<file path="src/rtl/triple_out_arbiter.sv">
// Round-robin arbiter that lends one bank of three output words to one of NUM_REQ
// requesters at a time. Each grant is one LOAD cycle followed by HOLD_CYCLES valid cycles.
module triple_out_arbiter #(
  parameter int NUM_REQ     = 4,
  parameter int WIDTH       = 32,
  parameter int HOLD_CYCLES = 2
) (
  input  logic                       clk,
  input  logic                       reset,
  input  logic [NUM_REQ-1:0]         req,
  input  logic [NUM_REQ*3*WIDTH-1:0] payload,
  output logic [NUM_REQ-1:0]         grant,
  output logic [WIDTH-1:0]           out1,
  output logic [WIDTH-1:0]           out2,
  output logic [WIDTH-1:0]           out3,
  output logic                       out_valid,
  output logic                       busy
);

  localparam int PTR_W = (NUM_REQ > 1) ? $clog2(NUM_REQ) : 1;
  localparam int CNT_W = 4;

  typedef enum logic [1:0] {
    IDLE = 2'd0,
    LOAD = 2'd1,
    HOLD = 2'd2
  } state_e;

  state_e             state_q, state_d;
  logic [PTR_W-1:0]   sel_q, sel_d;
  logic [PTR_W-1:0]   ptr_q, ptr_d;
  logic [CNT_W-1:0]   cnt_q, cnt_d;
  logic [NUM_REQ-1:0] grant_q, grant_d;
  logic [WIDTH-1:0]   out1_q, out1_d;
  logic [WIDTH-1:0]   out2_q, out2_d;
  logic [WIDTH-1:0]   out3_q, out3_d;
  logic               out_valid_q, out_valid_d;

  logic [WIDTH-1:0]   words [NUM_REQ][3];
  logic               pick_found;
  logic [PTR_W-1:0]   pick_idx;
  logic [PTR_W-1:0]   cand_idx;
  int                 cand;

  always_comb begin
    for (int i = 0; i < NUM_REQ; i++) begin
      for (int k = 0; k < 3; k++) begin
        words[i][k] = payload[(3*i+k)*WIDTH +: WIDTH];
      end
    end
  end

  // Scan from ptr upward with an explicit wrap so non-power-of-2 counts need no modulo.
  always_comb begin
    pick_found = 1'b0;
    pick_idx   = '0;
    cand       = 0;
    cand_idx   = '0;
    for (int i = 0; i < NUM_REQ; i++) begin
      cand = int'(ptr_q) + i;
      if (cand >= NUM_REQ) cand = cand - NUM_REQ;
      cand_idx = PTR_W'(cand);
      if (!pick_found && req[cand_idx]) begin
        pick_found = 1'b1;
        pick_idx   = cand_idx;
      end
    end
  end

  // NOTE: every signal gets a default before the case so no path leaves one unassigned (no latches).
  always_comb begin
    state_d     = state_q;
    sel_d       = sel_q;
    ptr_d       = ptr_q;
    cnt_d       = cnt_q;
    grant_d     = '0;
    out1_d      = out1_q;
    out2_d      = out2_q;
    out3_d      = out3_q;
    out_valid_d = out_valid_q;
    unique case (state_q)
      IDLE: begin
        out_valid_d = 1'b0;
        if (pick_found) begin
          sel_d   = pick_idx;
          grant_d = {{(NUM_REQ-1){1'b0}}, 1'b1} << pick_idx;
          state_d = LOAD;
        end
      end
      LOAD: begin
        out1_d      = words[sel_q][0];
        out2_d      = words[sel_q][1];
        out3_d      = words[sel_q][2];
        out_valid_d = 1'b1;
        cnt_d       = CNT_W'(HOLD_CYCLES - 1);
        ptr_d       = (sel_q == PTR_W'(NUM_REQ - 1)) ? '0 : sel_q + PTR_W'(1);
        state_d     = HOLD;
      end
      HOLD: begin
        if (cnt_q == '0) begin
          out_valid_d = 1'b0;
          state_d     = IDLE;
        end else begin
          cnt_d = cnt_q - CNT_W'(1);
        end
      end
      default: state_d = IDLE;
    endcase
  end

  // NOTE: state uses non-blocking assignments so every flop samples pre-edge values.
  always_ff @(posedge clk) begin
    if (reset) begin
      state_q     <= IDLE;
      sel_q       <= '0;
      ptr_q       <= '0;
      cnt_q       <= '0;
      grant_q     <= '0;
      out1_q      <= '0;
      out2_q      <= '0;
      out3_q      <= '0;
      out_valid_q <= 1'b0;
    end else begin
      state_q     <= state_d;
      sel_q       <= sel_d;
      ptr_q       <= ptr_d;
      cnt_q       <= cnt_d;
      grant_q     <= grant_d;
      out1_q      <= out1_d;
      out2_q      <= out2_d;
      out3_q      <= out3_d;
      out_valid_q <= out_valid_d;
    end
  end

  assign grant     = grant_q;
  assign out1      = out1_q;
  assign out2      = out2_q;
  assign out3      = out3_q;
  assign out_valid = out_valid_q;
  assign busy      = (state_q != IDLE);

endmodule

</file>
<file path="config.mk">
export PLATFORM = sky130hd
export DESIGN_NAME = triple_out_arbiter
export DESIGN_NICKNAME = d
export VERILOG_FILES = /design/src/rtl/triple_out_arbiter.sv
export SDC_FILE = /design/constraint.sdc
export NUM_CORES = 1
export LEC_CHECK = 0
export CAP_MARGIN = 10
export CORE_AREA = 2 2 192 194
export CTS_CLUSTER_SIZE = 25
export DETAILED_ROUTE_END_ITERATION = 16
export DIE_AREA = 0 0 194 196
export GPL_TIMING_DRIVEN = 0
export PLACE_DENSITY = 0.49
export SYNTH_ARGS = -nofsm -noshare
export SYNTH_HDL_FRONTEND = slang
export SYNTH_SLANG_ARGS = --single-unit
</file>
<file path="constraint.sdc">
create_clock -name clk -period 1.6 [get_ports clk]
set_input_delay 0.32 -clock clk [delete_from_list [all_inputs] [get_ports clk]]
set_output_delay 0.32 -clock clk [all_outputs]
set_load 0.02 [all_outputs]
</file>
==> results of run 1 <==
cells in the final DEF, fill, tap and decap left out, drive strengths merged, types with 2 or more instances in the layout:
master and n:
nor2b 5, clkdlybuf4s50 389, nand2 5, nor3 6, or2 4, ha 3
inv 6, a21oi 4, mux4 96, o21ai 4, nor2 9, a211oi 2
clkbuf 32, nor3b 2, a22o 96, dlygate4sd2 101, nand3b 2, dfxtp 111
clkinv 2, buf 47, mux2i 2
critical path, stage by stage (launching register included):
cell	delay (ns)
dfxtp_4	0.36
buf_12	0.13
buf_12	0.14
buf_12	0.12
buf_16	0.12
mux4_2	0.49
a22o_1	0.19
kinds of logic after synthesis:
| logic type | synth area share |
|---|---|
| fa+ha+maj | 0.00637 |
| mux | 0.370 |
| flops | 0.377 |
| xor+xnor | 0.00149 |
| compound gates | 0.162 |
| simple gates | 0.0361 |
| buf+inv | 0.0471 |
power by group through the flow:
stage          clock (mW)  sequential, mW  combinational, mW
6_report             2.48            3.19               3.78
2_1_floorplan           0            3.54               1.39
5_1_grt              2.68            3.22               4.02
3_3_place_gp            0            3.25               3.60
4_1_cts              2.57            3.19               3.75
3_5_place_dp            0            3.25               3.60
how the worst max path moves through the flow:
stage | from | to | depth (start not counted)
5_1_grt | sel_q[0] | out3[6] | 6
6_report | sel_q[0] | out3[6] | 6
4_1_cts | sel_q[0] | out3[6] | 6
2_1_floorplan | sel_q[1] | out3[10] | 5
3_5_place_dp | reset | out3[9] | 5
3_3_place_gp | reset | out3[5] | 5
what timing repair did:
| item | CTS | global route |
|---|---|---|
| resized for setup | 180 | 26 |
| setup buffers | 16 | 3 |
| cloned | 3 | 4 |
| setup endpoints to repair | 200 | 104 |
| pin swaps | 3 | 3 |
cell usage after synthesis, drive strengths merged (2+ instances only):
cell | instances | area (um^2)
buf | 29 | 199
nor2 | 9 | 38.8
o21ai | 4 | 20.0
mux2i | 2 | 20.0
nand3b | 2 | 15.0
a211oi | 2 | 15.0
or2 | 4 | 27.5
clkbuf | 16 | 60.1
ha | 3 | 37.5
nor2b | 5 | 31.3
nor3 | 6 | 30.0
nand2 | 5 | 18.8
dfxtp | 111 | 2220
mux4 | 96 | 2160
a21oi | 4 | 20.0
nor3b | 2 | 15.0
a22o | 96 | 841
inv | 5 | 18.8
per-stage QoR:
step                      setup WS [ns]  TNS (ns)  area [um^2]  hold slack (ns)
after global placement           -0.740    -61.21        11400            0.458
final                           -0.0490    -0.258        12200            0.474
after CTS                       -0.0802     -2.07        12000            0.475
after global routing             -0.127     -3.75        12200            0.491
after detailed placement         -0.708    -59.22        11400            0.460
after floorplan                  0.0459         0         5890            0.447
area by class of cell:
| class | count | area [um^2] | share of cell area |
|---|---|---|---|
| well taps | 468 | 586 | 0.0481 |
| diodes | 1 | 2.50 | 0.000205 |
| clock inverters | 4 | 52.6 | 0.00431 |
| clock buffers | 12 | 256 | 0.0211 |
| repair buffers | 515 | 5140 | 0.422 |
| flip-flops and latches | 111 | 2230 | 0.183 |
| multi-input cells | 253 | 3430 | 0.282 |
| plain buffers | 42 | 467 | 0.0383 |
| inverters | 5 | 18.8 | 0.00154 |
state kept, by name (all words and copies together) (netlist names):
signal	cells
state_q	2
out_valid	1
sel_q	2
out2	32
out1	32
ptr_q	2
cnt_q	4
grant	4
out3	32
metal layers:
layer  vias up  track usage  share of wire
met5         -            0        0.00043
met4         2       0.0351          0.012
met3        17       0.0380          0.063
met2       261        0.258           0.49
met1      2922        0.196           0.44
li1       2799            -              -
==> flow_summary.toml, run 1 <==
[power_and_ir_drop]
cellPowerDensity_mw_per_mm2 = 775
power.share.sequential = 0.337
p_leak_nw = 4.80
switchingPower_mw = 2.79
irDropWorstVdd_mv = 0.455
internal_power_mw = 6.65
switching_share = 0.296
comb_power_share = 0.400
total_power_mw = 9.44
p_clk_frac = 0.262

[clock_network]
path_clk_slew_ns = 0.08
htreeDepth = 3
insertion_delay_ns = 0.36
cts-root-buf = "clkbuf_16"
clock-sinks = 111
cts_made_buffers = 9
cts_tree = "done"
cts_hold_buf = 0
clk_path_buf_depth = 2

[critical_path]
rr_worst_depth = 6
cp-start-kind = "register"
path_class = "register to register"
worstReg2RegStart = "sel_q[0]"
reg2reg_slack_ns = -0.05
arrival_ns = 1.91
crit_path_end_kind = "register"
crit_path_max_fanout = 7
rr_endpoint = "out3[6]"
worst_ep_required_time_ns = 1.86

[timing]
maxSlewViolCount = 0
final.min_clock_period_ns = 1.65
timing_hold_violations_final = 0
clock.fmax_ghz = 0.606
relSlewSlack = 0.660
rsz0062_at_grt = "yes"
finalCritPeriodShare = 1.03
fin_skew_ns = 0.00773
layout_setup_ws_ns = -0.0490
setup_viol_count_final = 10
tightest_slew_ns = 0.509

[detailed_routing]
firstDrtPassIters = 4
drcViolationCount = 0
ant_nets = 0
wirelength_um = 30100
drtIter0Drc = 236
detail_route.wl_per_cell_um = 21.3
vias_per_cell = 4.25
vias = 6001

[yosys]
ys_seq_elements = 111
synth_ff_type = "dfxtp_1"
synth_cell_types = 36
synth-edff-count = 0
synth_nets = 807
syn_area_mm2 = 0.00589
synth_seq_area_share = 0.377
ys_warn_count = 0
synth-async-reset-ratio = 0
syn_inst = 414
avgSynthCellArea_um2 = 14.2

[outcome]
violations = "negative setup slack"
status = "finished, violations left"

[floorplanning]
ioPinCount = 492
initial_core_util = 0.163
core_mm2 = 0.0361
die_x_um = 194
die_h_um = 196
die_area_mm2 = 0.0380
rows = 70

[global_routing]
grt_pass1_wl_um = 42900
antenna_found_initial = 2
grt_max_degree = 18
grt_overflow = 0
grtUsageTotal = 0.153
grt_pass1_vias = 6454

[placed_design]
dp_cells = 1373
place.gp.congestion = 0.813
place_hpwl_um = 24400
port_buffers = 491

[final_layout]
n_fill_cell = 3660
drive_gt1_frac = 0.204
post-route-util = 0.338
final_net_count = 1330
area_growth_pct = 107
layout.cells.non_filler = 1411

[hold_path]
holdCritPathClass = "register to register"
hold_path_depth = 1
hp-start = "out3[21]"
hold_path_end = "out3[21]"

[run]
cap_viol_max_count = 0
Power figures use the tool's default switching activity.
==> run 2, diff against run 1 <==
CAP_MARGIN = 20   (was 10)
==> results of run 2 <==
Final layout, timing and power as in run 1 (identical DEF).
==> run 3, diff against run 2 <==
SLEW_MARGIN = 15   (was not set)
==> results of run 3 <==
Final layout, timing and power as in run 1 (identical DEF).
